`config.mk`:
```
export PLATFORM = sky130hd
export DESIGN_NAME = ps2_event_queue_ctrl
export DESIGN_NICKNAME = d
export VERILOG_FILES = /design/src/rtl/ps2_event_queue_ctrl_pkg.sv /design/src/rtl/ps2_event_fifo.sv /design/src/rtl/ps2_event_queue_ctrl.sv
export SDC_FILE = /design/constraint.sdc
export NUM_CORES = 1
export LEC_CHECK = 0
export CAP_MARGIN = 20
export CORE_UTILIZATION = 50
export CTS_BUF_LIST = sky130_fd_sc_hd__clkbuf_4 sky130_fd_sc_hd__clkbuf_8
export DETAILED_ROUTE_END_ITERATION = 16
export HOLD_SLACK_MARGIN = 0.1
export PLACE_DENSITY = 0.72
export RECOVER_POWER = 25
export SYNTH_ARGS = -nofsm -noshare
export SYNTH_HDL_FRONTEND = slang
export SYNTH_SLANG_ARGS = --single-unit
export TNS_END_PERCENT = 10
```
`constraint.sdc`:
```
create_clock -name clk -period 4.6 [get_ports clk]
set_clock_uncertainty 0.15 [all_clocks]
set_input_delay 0.46 -clock clk [delete_from_list [all_inputs] [get_ports clk]]
set_output_delay 0.46 -clock clk [all_outputs]
set_load 0.01 [all_outputs]
```
`src/rtl/ps2_event_queue_ctrl_pkg.sv`:
```
// Shared definitions for the PS/2 event queue controller: MMIO register
// addresses, register bit positions and the interrupt scheduler states.
package ps2_event_queue_ctrl_pkg;

    localparam logic [1:0] ADDR_DATA   = 2'd0;
    localparam logic [1:0] ADDR_STATUS = 2'd1;
    localparam logic [1:0] ADDR_CTRL   = 2'd2;

    localparam int STATUS_OVF_BIT   = 15;
    localparam int STATUS_FULL_BIT  = 14;
    localparam int STATUS_EMPTY_BIT = 13;

    localparam int CTRL_FLUSH_BIT  = 15;
    localparam int CTRL_IRQ_EN_BIT = 8;

    typedef enum logic [1:0] {
        IRQ_IDLE    = 2'd0,
        IRQ_PENDING = 2'd1,
        IRQ_FIRE    = 2'd2
    } irq_state_e;

endpackage

```
`src/rtl/ps2_event_fifo.sv`:
```
// Synchronous circular buffer of 16-bit key events with push, pop and flush.
// A push into a full buffer is accepted only when a pop frees a slot in the
// same cycle; flush wins over everything else.
module ps2_event_fifo #(
    parameter int DEPTH = 16,
    parameter int AW    = 4
) (
    input  logic          clk,
    input  logic          rst,
    input  logic          push_i,
    input  logic          pop_i,
    input  logic          flush_i,
    input  logic [15:0]   wdata_i,
    output logic [15:0]   head_o,
    output logic          full_o,
    output logic          empty_o,
    output logic [AW:0]   count_o
);

    logic [15:0]   mem_q [DEPTH];
    logic [AW-1:0] wr_ptr_q, wr_ptr_d;
    logic [AW-1:0] rd_ptr_q, rd_ptr_d;
    logic [AW:0]   count_q, count_d;
    logic          do_push, do_pop;

    assign empty_o = (count_q == '0);
    assign full_o  = (count_q == (AW + 1)'(DEPTH));
    assign count_o = count_q;
    assign head_o  = mem_q[rd_ptr_q];

    assign do_pop  = pop_i && !empty_o;
    assign do_push = push_i && (!full_o || do_pop);

    // Next pointer/count values; pointers wrap naturally since DEPTH is 2**AW.
    always_comb begin
        // NOTE: every comb output gets a default first so no path can infer a latch.
        wr_ptr_d = wr_ptr_q;
        rd_ptr_d = rd_ptr_q;
        count_d  = count_q;
        if (flush_i) begin
            wr_ptr_d = '0;
            rd_ptr_d = '0;
            count_d  = '0;
        end else begin
            if (do_push) wr_ptr_d = wr_ptr_q + AW'(1);
            if (do_pop)  rd_ptr_d = rd_ptr_q + AW'(1);
            case ({do_push, do_pop})
                2'b10:   count_d = count_q + (AW + 1)'(1);
                2'b01:   count_d = count_q - (AW + 1)'(1);
                default: count_d = count_q;
            endcase
        end
    end

    // Pointer and occupancy registers.
    always_ff @(posedge clk) begin
        // NOTE: sequential state uses non-blocking assignments so every register samples pre-edge values.
        if (rst) begin
            wr_ptr_q <= '0;
            rd_ptr_q <= '0;
            count_q  <= '0;
        end else begin
            wr_ptr_q <= wr_ptr_d;
            rd_ptr_q <= rd_ptr_d;
            count_q  <= count_d;
        end
    end

    // Event storage write port.
    always_ff @(posedge clk) begin
        // NOTE: storage is not reset; stale words are unreachable because count/pointers are.
        if (do_push && !flush_i) mem_q[wr_ptr_q] <= wdata_i;
    end

endmodule

```
`src/rtl/ps2_event_queue_ctrl.sv`:
```
// PS/2 event queue controller: captures decoder events into a FIFO, exposes
// DATA/STATUS/CTRL registers over MMIO, and raises a level interrupt once the
// queue reaches a count threshold or its oldest-pending age times out.
module ps2_event_queue_ctrl #(
    parameter int DEPTH   = 16,
    parameter int AW      = 4,
    parameter int TIMEOUT = 50000
) (
    input  logic        clk,
    input  logic        rst,
    input  logic        ev_valid,
    input  logic [15:0] ev_data,
    output logic        ev_ren,
    input  logic [1:0]  mmio_addr,
    input  logic        mmio_ren,
    input  logic        mmio_wen,
    input  logic [15:0] mmio_wdata,
    output logic [15:0] mmio_rdata,
    output logic        irq
);

    import ps2_event_queue_ctrl_pkg::*;

    localparam int AGE_W = $clog2(TIMEOUT + 1);
    localparam logic [AGE_W-1:0] AGE_MAX = AGE_W'(TIMEOUT);

    logic             ev_ren_q;
    logic [15:0]      rdata_q, rdata_d;
    logic             irq_q, irq_d;
    logic             ovf_q, ovf_d;
    logic             irq_en_q, irq_en_d;
    logic [7:0]       thr_q, thr_d;
    logic [AGE_W-1:0] age_q, age_d;
    irq_state_e       state_q, state_d;

    logic [15:0] fifo_head;
    logic        fifo_full, fifo_empty;
    logic [AW:0] fifo_count;
    logic [8:0]  count9;
    logic        data_rd, ctrl_wr, status_wr, flush, push, pop_taken, drop, thr_met;
    logic [15:0] status_word, ctrl_word;

    assign data_rd   = mmio_ren && (mmio_addr == ADDR_DATA);
    assign ctrl_wr   = mmio_wen && (mmio_addr == ADDR_CTRL);
    assign status_wr = mmio_wen && (mmio_addr == ADDR_STATUS);
    assign flush     = ctrl_wr && mmio_wdata[CTRL_FLUSH_BIT];
    assign push      = ev_valid && !flush;
    assign pop_taken = data_rd && !fifo_empty;
    assign drop      = push && fifo_full && !pop_taken;

    assign count9      = 9'(fifo_count);
    assign thr_met     = (count9 >= {1'b0, thr_q});
    assign status_word = {ovf_q, fifo_full, fifo_empty, 4'b0000, count9};
    assign ctrl_word   = {7'b0, irq_en_q, thr_q};

    ps2_event_fifo #(.DEPTH(DEPTH), .AW(AW)) u_fifo (
        .clk     (clk),
        .rst     (rst),
        .push_i  (push),
        .pop_i   (data_rd),
        .flush_i (flush),
        .wdata_i (ev_data),
        .head_o  (fifo_head),
        .full_o  (fifo_full),
        .empty_o (fifo_empty),
        .count_o (fifo_count)
    );

    // Register file, read-data capture and age counter next-state.
    always_comb begin
        rdata_d  = rdata_q;
        ovf_d    = ovf_q;
        irq_en_d = irq_en_q;
        thr_d    = thr_q;
        if (mmio_ren) begin
            case (mmio_addr)
                ADDR_DATA:   rdata_d = fifo_empty ? 16'h0000 : fifo_head;
                ADDR_STATUS: rdata_d = status_word;
                ADDR_CTRL:   rdata_d = ctrl_word;
                default:     rdata_d = 16'h0000;
            endcase
        end
        if (status_wr && mmio_wdata[STATUS_OVF_BIT]) ovf_d = 1'b0;
        if (drop) ovf_d = 1'b1;
        if (ctrl_wr) begin
            irq_en_d = mmio_wdata[CTRL_IRQ_EN_BIT];
            thr_d    = (mmio_wdata[7:0] == 8'd0) ? 8'd1 : mmio_wdata[7:0];
        end
        if (flush) ovf_d = 1'b0;
        if (flush || fifo_empty || pop_taken) begin
            age_d = '0;
        end else if (age_q == AGE_MAX) begin
            age_d = age_q;
        end else begin
            age_d = age_q + AGE_W'(1);
        end
    end

    // Interrupt scheduler next-state.
    always_comb begin
        state_d = state_q;
        case (state_q)
            IRQ_IDLE:    if (!fifo_empty) state_d = IRQ_PENDING;
            IRQ_PENDING: if (thr_met || (age_q == AGE_MAX) || ovf_q) state_d = IRQ_FIRE;
            IRQ_FIRE:    if (fifo_empty && !ovf_q) state_d = IRQ_IDLE;
            default:     state_d = IRQ_IDLE;
        endcase
        if (flush) state_d = IRQ_IDLE;
    end

    // Interrupt scheduler output, masked by irq_en.
    always_comb begin
        irq_d = irq_en_q && (state_q == IRQ_FIRE);
    end

    // Interrupt scheduler state register.
    always_ff @(posedge clk) begin
        if (rst) state_q <= IRQ_IDLE;
        else     state_q <= state_d;
    end

    // Control/status registers and registered outputs.
    always_ff @(posedge clk) begin
        if (rst) begin
            ev_ren_q <= 1'b0;
            rdata_q  <= '0;
            irq_q    <= 1'b0;
            ovf_q    <= 1'b0;
            irq_en_q <= 1'b0;
            thr_q    <= 8'd1;
            age_q    <= '0;
        end else begin
            ev_ren_q <= ev_valid;
            rdata_q  <= rdata_d;
            irq_q    <= irq_d;
            ovf_q    <= ovf_d;
            irq_en_q <= irq_en_d;
            thr_q    <= thr_d;
            age_q    <= age_d;
        end
    end

    assign ev_ren     = ev_ren_q;
    assign mmio_rdata = rdata_q;
    assign irq        = irq_q;

endmodule

```
* After elaboration in Yosys (flattened, before gate mapping)
Memories as Yosys holds them, arrays and structs flattened. A register that Yosys moved wholly into a read port is not among the register bits.
Index checks and enable logic that the tools add are counted.
** Storage, ports and cells
- Output and inout port bits :: 18
- Register bits :: 59
- RAM bits :: 256
- Bits of input ports :: 39
- Memories :: 1
- Logic and storage cells :: 75
** Memory list
- u_fifo.mem_q :: words 16, width 16, read ports 1, clocked after memory_dff 1, wr ports 1, RTL line ps2_event_fifo.sv:20 : logic [15:0] mem_q [DEPTH];
** Cells by class
- Add/sub/neg operators :: 5
- Magnitude comparators :: 1
- Reductions and logical operators :: 32
- Muxes and demuxes :: 14
- Eq/ne operators :: 11
** Operator list (number)
- $pmux W16 S3 :: 1
- $add A16 B1 Y16 const B :: 1
- $eq A16 B16 Y1 const B :: 1
- $mux W16 :: 1
- $logic_and A1 B1 Y1 :: 13
- $pmux W5 S2 :: 1
- $add A4 B1 Y4 const B :: 2
- $ge A5 B8 Y1 :: 1
- $logic_not A8 Y1 :: 1
- $mux W4 :: 2
- $mux W8 :: 1
- $eq A2 B1 Y1 const B :: 3
- $eq A2 B2 Y1 const B :: 3
- $mux W2 :: 3
- $ne A2 B2 Y1 const B :: 3
- $pmux W2 S3 :: 1
- $add A5 B1 Y5 const B :: 1
- $eq A5 B5 Y1 const B :: 1
- $logic_not A1 Y1 :: 5
- $logic_not A5 Y1 :: 1
- $logic_or A1 B1 Y1 :: 5
- $sub A5 B1 Y5 const B :: 1
- $logic_not A2 Y1 :: 2
- $mux W1 :: 4
- 3 further kinds :: 5

* Logic depth before layout (Yosys ltp)
Gate-level depths: netlist of run 1.
- Word-level depth :: 9
- Mapped depth :: 12
- Gate-level depth less buffers :: 11

* Cells and area by module
From an unflattened synthesis of run 1, not the netlist that was laid out.
** Unflattened totals
- Cell total of the unflattened synthesis :: 788
- Area, all modules :: 12827.3 sq um
** Modules (own cells, without submodules)
- ps2_event_fifo :: seq. area each 8027.7 sq um, times used 1, area an instance 10626.4 sq um, cells each 527
- ps2_event_queue_ctrl :: seq. area each 920.9 sq um, times used 1, area an instance 2200.9 sq um, cells each 261

* Least setup slack after synthesis of run 1
Ideal clock, no wire load.
- Path type :: input to register
- Start :: in mmio_addr[0]
- End :: mem u_fifo.mem_q[0][0], enable pin
- Library setup time :: 0.409 ns
- Arrival time :: 2.469 ns
- Stages on the path :: 6
- Setup slack :: 1.572 ns
- Path buffers :: 1
- Data required time :: 4.041 ns
- Path through :: nand2b_1 a311oi_2 or2_1 buf_2 nand2_1 nor3_1
** On the way
- Cells in the longest elaborated chain, start to end :: 9
- Elaborated cells between the ends (all ways) :: 13
- Classes of those cells :: 1 x eq/ne; 2 x mux; 10 x reduce/logical
** Ends and longest elaborated chain
- start, declared :: RTL line ps2_event_queue_ctrl.sv:14 : input logic [1:0] mmio_addr,
- $eq A2 B2 Y1 :: RTL line ps2_event_queue_ctrl.sv:44 : assign ctrl_wr = mmio_wen && (mmio_addr == ADDR_CTRL);
- $logic_and A1 B1 Y1 :: RTL line ps2_event_queue_ctrl.sv:44
- $logic_and A1 B1 Y1 :: RTL line ps2_event_queue_ctrl.sv:46 : assign flush = ctrl_wr && mmio_wdata[CTRL_FLUSH_BIT];
- $logic_not A1 Y1 :: RTL line ps2_event_fifo.sv:72, ps2_event_queue_ctrl.sv:47
- $logic_and A1 B1 Y1 :: RTL line ps2_event_queue_ctrl.sv:47 : assign push = ev_valid && !flush;
- $logic_and A1 B1 Y1 :: RTL line ps2_event_fifo.sv:32 : assign do_push = push_i && (!full_o || do_pop);
- $logic_and A1 B1 Y1 (*) :: RTL line ps2_event_fifo.sv:72 : if (do_push && !flush_i) mem_q[wr_ptr_q] <= wdata_i;
- $mux W1 (*) :: RTL line ps2_event_fifo.sv:72
- $mux W1 (implied by the code) (*) :: RTL line ps2_event_fifo.sv:72
- end, declared :: RTL line ps2_event_fifo.sv:20
Mark *: on every way between the ends. The rest lies on a longest branch, timed or not.

* Final worst setup path of run 1
- Start :: in mmio_ren
- End :: reg u_fifo.count_q[4], in the netlist u_fifo.count_o[4]
** On the way
- Cells in the longest elaborated chain, start to end :: 6
- Elaborated cells between the ends (all ways) :: 8
- Classes of those cells :: 2 x eq/ne; 1 x mux; 5 x reduce/logical
** Ends and longest elaborated chain
- start, declared :: RTL line ps2_event_queue_ctrl.sv:15 : input logic mmio_ren,
- $logic_and A1 B1 Y1 (*) :: RTL line ps2_event_queue_ctrl.sv:43 : assign data_rd = mmio_ren && (mmio_addr == ADDR_DATA);
- $logic_and A1 B1 Y1 (*) :: RTL line ps2_event_fifo.sv:31 : assign do_pop = pop_i && !empty_o;
- $logic_or A1 B1 Y1 :: RTL line ps2_event_fifo.sv:32
- $logic_and A1 B1 Y1 :: RTL line ps2_event_fifo.sv:32
- $eq A2 B1 Y1 / $eq A2 B2 Y1 (equally long branches) :: RTL line ps2_event_fifo.sv:47 : case ({do_push, do_pop})
- $pmux W5 S2 / $reduce_bool A2 Y1 (equally long branches)
- end signal, assigned :: RTL line ps2_event_fifo.sv:65 : count_q <= count_d;
- end, declared :: RTL line ps2_event_fifo.sv:23 : logic [AW:0] count_q, count_d;
Marked as above.
A chain may end at the register's enable or synchronous reset.

==> results.txt, run 1 <==
register area = 8950 um^2
Slowest-stage cell, CP = clkdlybuf4s50_1
layout cell share with drive strength beyond 1 = 21.5%
min-delay worst type = in2reg
Final #Nets = 965
first-pass GRT wire length = 42.1 mm
row cnt = 58
r2r startpoint = u_fifo.count_o[3]
clk slew on worst S/H paths = 0.06 ns
Static Leak = 4.79 nW
drt drc = 0
drt initial violations = 714
Final Hold Slack = 0.322 ns
# clock sinks = 319
Max FO, Critical Path = 12
Netlist cell types = 53
fin crit share = 73.8%
Initial Util = 51.0%
CORE AREA = 25,200 um^2
Hold Crit Start = mmio_wdata[8]
clk buf depth = 3
root buf cell = clkbuf_8
CP most frequent cell = a21oi_1
Post-Syn Area = 12,800 um^2
pre-CTS WS = 0.663 ns
Final setup viols = 0
initial antenna violation count = 1
number of instances in the placed design = 1,185
GRT Overall Usage = 21.5%
Area growth syn-to-layout = 16.2%
Via density = 5.75
syn_nets = 872
Slew Limit Fails = 0
Total Power = 6.05 mW
CP arrival = 3.74 ns
crit path cell chain = clkdlybuf4s50_1 > nand2b_1 > a311oi_2 > or2_1 > inv_1 > ha_1 > fa_1 > a21o_1 > a21oi_1 > xor2_1 > or3_1 > a21oi_1
GRT overflow = 0
CP required = 4.95 ns
die outline width = 162 um
routability congestion estimate = 0.804
Crit. End Element = register
Max rail drop VDD = 0.000276 V
Post-DP Area = 13,800 um^2
Port Buffers = 50
maximum level of the CTS H-tree = 2
number of I/O pins = 57
largest net degree at the start of global routing = 57
Routed wire per std cell = 21.2 um
Fin. Hold Viols = 0
sequential-to-total area share from yosys stat = 69.7%
Cells after Synth = 816
pin slew with the least headroom to its limit = 1.13 ns
Synth Flop Type = edfxtp_1
post-CTS sizing = 0
CP Launch Point = mmio_ren
Skew-Pair Late Insertion Delay = 0.58 ns
TritonCTS Buffers = 51
Syn Area/Cell = 15.7 um^2
Initial DRT Pass Iterations = 5
post-CTS setup buffers = 0
RSZ-0062 raised after global routing = false
slack of the critical path = 1.20 ns
Layout Utilization = 59.2%
vias in the first global route = 7,319
max_cap viols = 0
number of cells on the worst hold path = 3
Antenna Nets Post-Route = 0
Hold-fix buffers, CTS = 0
Vias = 7,361
Layout fillers = 1,888
status = finished, final reports clean
final worst path period need = 3.40 ns
f_max = 294 MHz
Finished Layout Cells = 1,280
pwr/cell area = 405 nW/um^2
Worst slew margin = 24.5%
#FFs+latches synth = 319
R2R setup slack = 1.32 ns
Design Area, Final = 14,900 um^2
commonest cells after routing, fill and taps aside = edfxtp_1, dfxtp_1, nand2_1
commonest non-fill, non-tap cell in the layout = edfxtp_1
crit path kind = in2reg
share of flip-flops with an asynchronous set or reset = 0%
area of the multi-input gates = 3670 um^2
CP startpoint kind = primary input
Die Area = 26,300 um^2
cell count of the worst reg-to-reg path = 11
Die H = 162 um
CP peak stage delay = 0.78 ns
sum of negative setup slack = 0 ns
number of flops mapped to enable cells by yosys = 256
WL final = 27.1 mm
YS warnings = 0
CTS tree = built
dpl hpwl = 17.1 mm
[final timing paths]
kind,endpoint
setup / recovery,u_fifo.count_o[4]
hold reg to reg,mmio_rdata[12]
setup reg to reg,u_fifo.count_o[4]
hold / removal,irq_en_q
[cells in the mapped netlist (12+ instances only)]
library cell / n / area share, %
clkbuf_1: 14 / 0.41
nor2_1: 58 / 1.7
nand3_1: 25 / 0.97
o21ai_0: 12 / 0.47
nand2_1: 59 / 1.7
a21oi_1: 25 / 0.97
dfxtp_1: 63 / 9.8
ha_1: 16 / 1.6
edfxtp_1: 256 / 60
nand2b_1: 12 / 0.58
mux2i_1: 26 / 2.0
buf_2: 13 / 0.51
inv_1: 17 / 0.50
a31oi_1: 19 / 0.93
xnor2_1: 13 / 0.89
nor2b_1: 15 / 0.73
mux4_2: 48 / 8.4
[layer usage]
metal  up-vias  wire length [um]  GRT usage [%]  share of wire (%)
met2       274             12500           33.2                 46
met5         -                 0              0                  0
met4         0               895           8.70                3.3
met1      3672             11800           29.8                 43
li1       3354                 -              -                  -
met3        61              1950           4.72                7.2
[report_power, final]
part / internal (mW) / leakage, nW / switching (mW)
Clock: 1.41 / 0.571 / 1.06
Combinational: 0.143 / 1.39 / 0.213
Sequential: 3.18 / 2.83 / 0.0369
[registers in the layout, indices dropped and copies added, names as in the netlist, named ones only]
name and count:
mmio_rdata 16, irq 1, u_fifo.wr_ptr_q 4, u_fifo.mem_q 256, u_fifo.count_o 5, ovf_q 1, irq_en_q 1, state_q 2
u_fifo.rd_ptr_q 4, age_q 16, thr_q 8, ev_ren 1
[worst max-delay path: cells and delay by family]
family / cells / cell delay (ns)
compound gates: 4 / 0.92
xor+xnor: 1 / 0.09
fa+ha+maj: 2 / 0.70
buf+inv: 2 / 0.85
simple gates: 3 / 0.73
[logic make-up after synthesis]
kind of cell | share of synthesized area, %
flip-flops | 69.7
AND/OR/NAND/NOR | 7.92
AO/OA/AOI/OAI | 5.59
XOR/XNOR | 1.57
multiplexers | 11.4
buffers and inverters | 2.09
adder cells (fa/ha/maj) | 1.72
[layout make-up]
class | count | share of cell area [%]
sequential | 319 | 60.0
clock buffer | 78 | 6.27
multi-input combinational | 439 | 24.6
clock inverter | 15 | 0.914
antenna | 1 | 0.0168
tap | 330 | 2.77
inverter | 17 | 0.428
timing repair buffer | 81 | 4.97
Note: power is estimated with default switching activity, not from simulation.
==> run 2, diff against run 1 <==
==> constraint.sdc (replaced) <==
create_clock -name clk -period 3.4 [get_ports clk]
set_clock_uncertainty 0.15 [all_clocks]
set_input_delay 0.34 -clock clk [delete_from_list [all_inputs] [get_ports clk]]
set_output_delay 0.34 -clock clk [all_outputs]
set_load 0.01 [all_outputs]
==> results.txt, run 2 (same netlist as run 1, synthesis figures left out) <==
fin crit share = 90.2%
# clock sinks = 319
Skew-Pair Late Insertion Delay = 0.57 ns
die outline width = 162 um
Worst slew margin = 25.6%
initial antenna violation count = 2
Initial DRT Pass Iterations = 5
register area = 8950 um^2
Area growth syn-to-layout = 17.0%
Die H = 162 um
CP required = 3.74 ns
row cnt = 58
cell count of the worst reg-to-reg path = 11
dpl hpwl = 17.3 mm
Max rail drop VDD = 0.000311 V
Layout fillers = 1,841
CORE AREA = 25,200 um^2
maximum level of the CTS H-tree = 2
routability congestion estimate = 0.856
area of the multi-input gates = 3670 um^2
Hold EP = irq_en_q
Max FO, Critical Path = 6
Initial Util = 51.0%
CP startpoint kind = register
CTS tree = built
root buf cell = clkbuf_8
status = finished, final reports clean
clk buf depth = 3
R2R setup slack = 0.33 ns
Hold-fix buffers, CTS = 0
Die Area = 26,300 um^2
Slew Limit Fails = 0
Port Buffers = 50
max reg flops = 256
Hold Crit Start = mmio_wdata[8]
Fin. Hold Viols = 0
Crit. End Element = register
Antenna Nets Post-Route = 0
clk slew on worst S/H paths = 0.06 ns
final worst path period need = 3.07 ns
Reg with most FFs = u_fifo.mem_q
post-CTS setup buffers = 0
f_max = 326 MHz
RSZ-0062 raised after global routing = false
GRT overflow = 0
Static Leak = 4.85 nW
CP arrival = 3.41 ns
GRT Overall Usage = 21.9%
commonest cells after routing, fill and taps aside = edfxtp_1, dfxtp_1, nand2_1
Vias = 7,466
Final #Nets = 981
Via density = 5.76
TritonCTS Buffers = 51
Critical R2R Capture = u_fifo.count_o[4]
r2r startpoint = u_fifo.count_o[0]
Final setup viols = 0
commonest non-fill, non-tap cell in the layout = edfxtp_1
sum of negative setup slack = 0 ns
Final Hold Slack = 0.186 ns
post-CTS sizing = 0
Routed wire per std cell = 21.4 um
number of cells on the worst hold path = 3
drt drc = 0
number of I/O pins = 57
crit path kind = reg2reg
WL final = 27.8 mm
layout cell share with drive strength beyond 1 = 22.5%
min-delay worst type = in2reg
drt initial violations = 654
first-pass GRT wire length = 42.8 mm
largest net degree at the start of global routing = 26
vias in the first global route = 7,463
max_cap viols = 0
pin slew with the least headroom to its limit = 1.11 ns
pwr/cell area = 537 nW/um^2
## run 2: worst max-delay path, cell delays in order (launching register included)
cell and delay [ns]:
dfxtp_1 0.41, nor4_4 0.44, a311oi_2 0.17, or2_1 0.27
inv_1 0.06, ha_1 0.28, ha_1 0.32, a21o_1 0.17
a21oi_1 0.16, xor2_1 0.10, or3_1 0.32, a21oi_1 0.14
## run 2: where the power goes
group / internal (mW) / switching [mW]
clock network: 1.77 / 1.44
registers: 4.30 / 0.0535
logic: 0.200 / 0.290
total: 6.27 / 1.78
## run 2: area by class of cell
cell class              count  share of cell area (%)
diodes                      2                  0.0333
clock buffers              75                    5.96
clock inverters            18                   0.783
inverters                  17                   0.425
multi-input cells         439                    24.4
flip-flops and latches    319                    59.6
well taps                 330                    2.75
repair buffers             97                    5.96
## run 2: through the flow
step | utilization [%] | power [mW] | setup slack, ns | instance area (um^2) | std cells
6_report | 59.6 | 8.06 | 0.333 | 15000 | 1297
3_3_place_gp | 55.5 | 4.91 | 0.143 | 14000 | 1201
4_1_cts | 59.6 | 8.12 | 0.353 | 15000 | 1295
5_1_grt | 59.6 | 8.33 | 0.129 | 15000 | 1295
3_5_place_dp | 55.6 | 4.93 | 0.102 | 14000 | 1202
2_1_floorplan | - | 4.69 | 0.408 | 12800 | 816
## run 2: routing by layer
layer | routed length [um] | global-route usage (%) | vias to the layer above
met3 | 1940 | 4.09 | 56
met1 | 11900 | 29.5 | 3739
li1 | - | - | 3389
met5 | 0 | 0 | -
met4 | 720 | 7.89 | 0
met2 | 13200 | 35.5 | 282
## run 2: worst max path at each step
stage                       from                  to  slack, ns
5_1_grt        u_fifo.count_o[0]   u_fifo.count_o[4]       0.13
2_1_floorplan  u_fifo.count_o[0]  u_fifo.mem_q[0][0]       0.41
6_report       u_fifo.count_o[0]   u_fifo.count_o[4]       0.33
3_5_place_dp        mmio_addr[0]   u_fifo.count_o[4]       0.10
3_3_place_gp        mmio_addr[0]   u_fifo.count_o[4]       0.14
4_1_cts        u_fifo.count_o[0]   u_fifo.count_o[4]       0.35
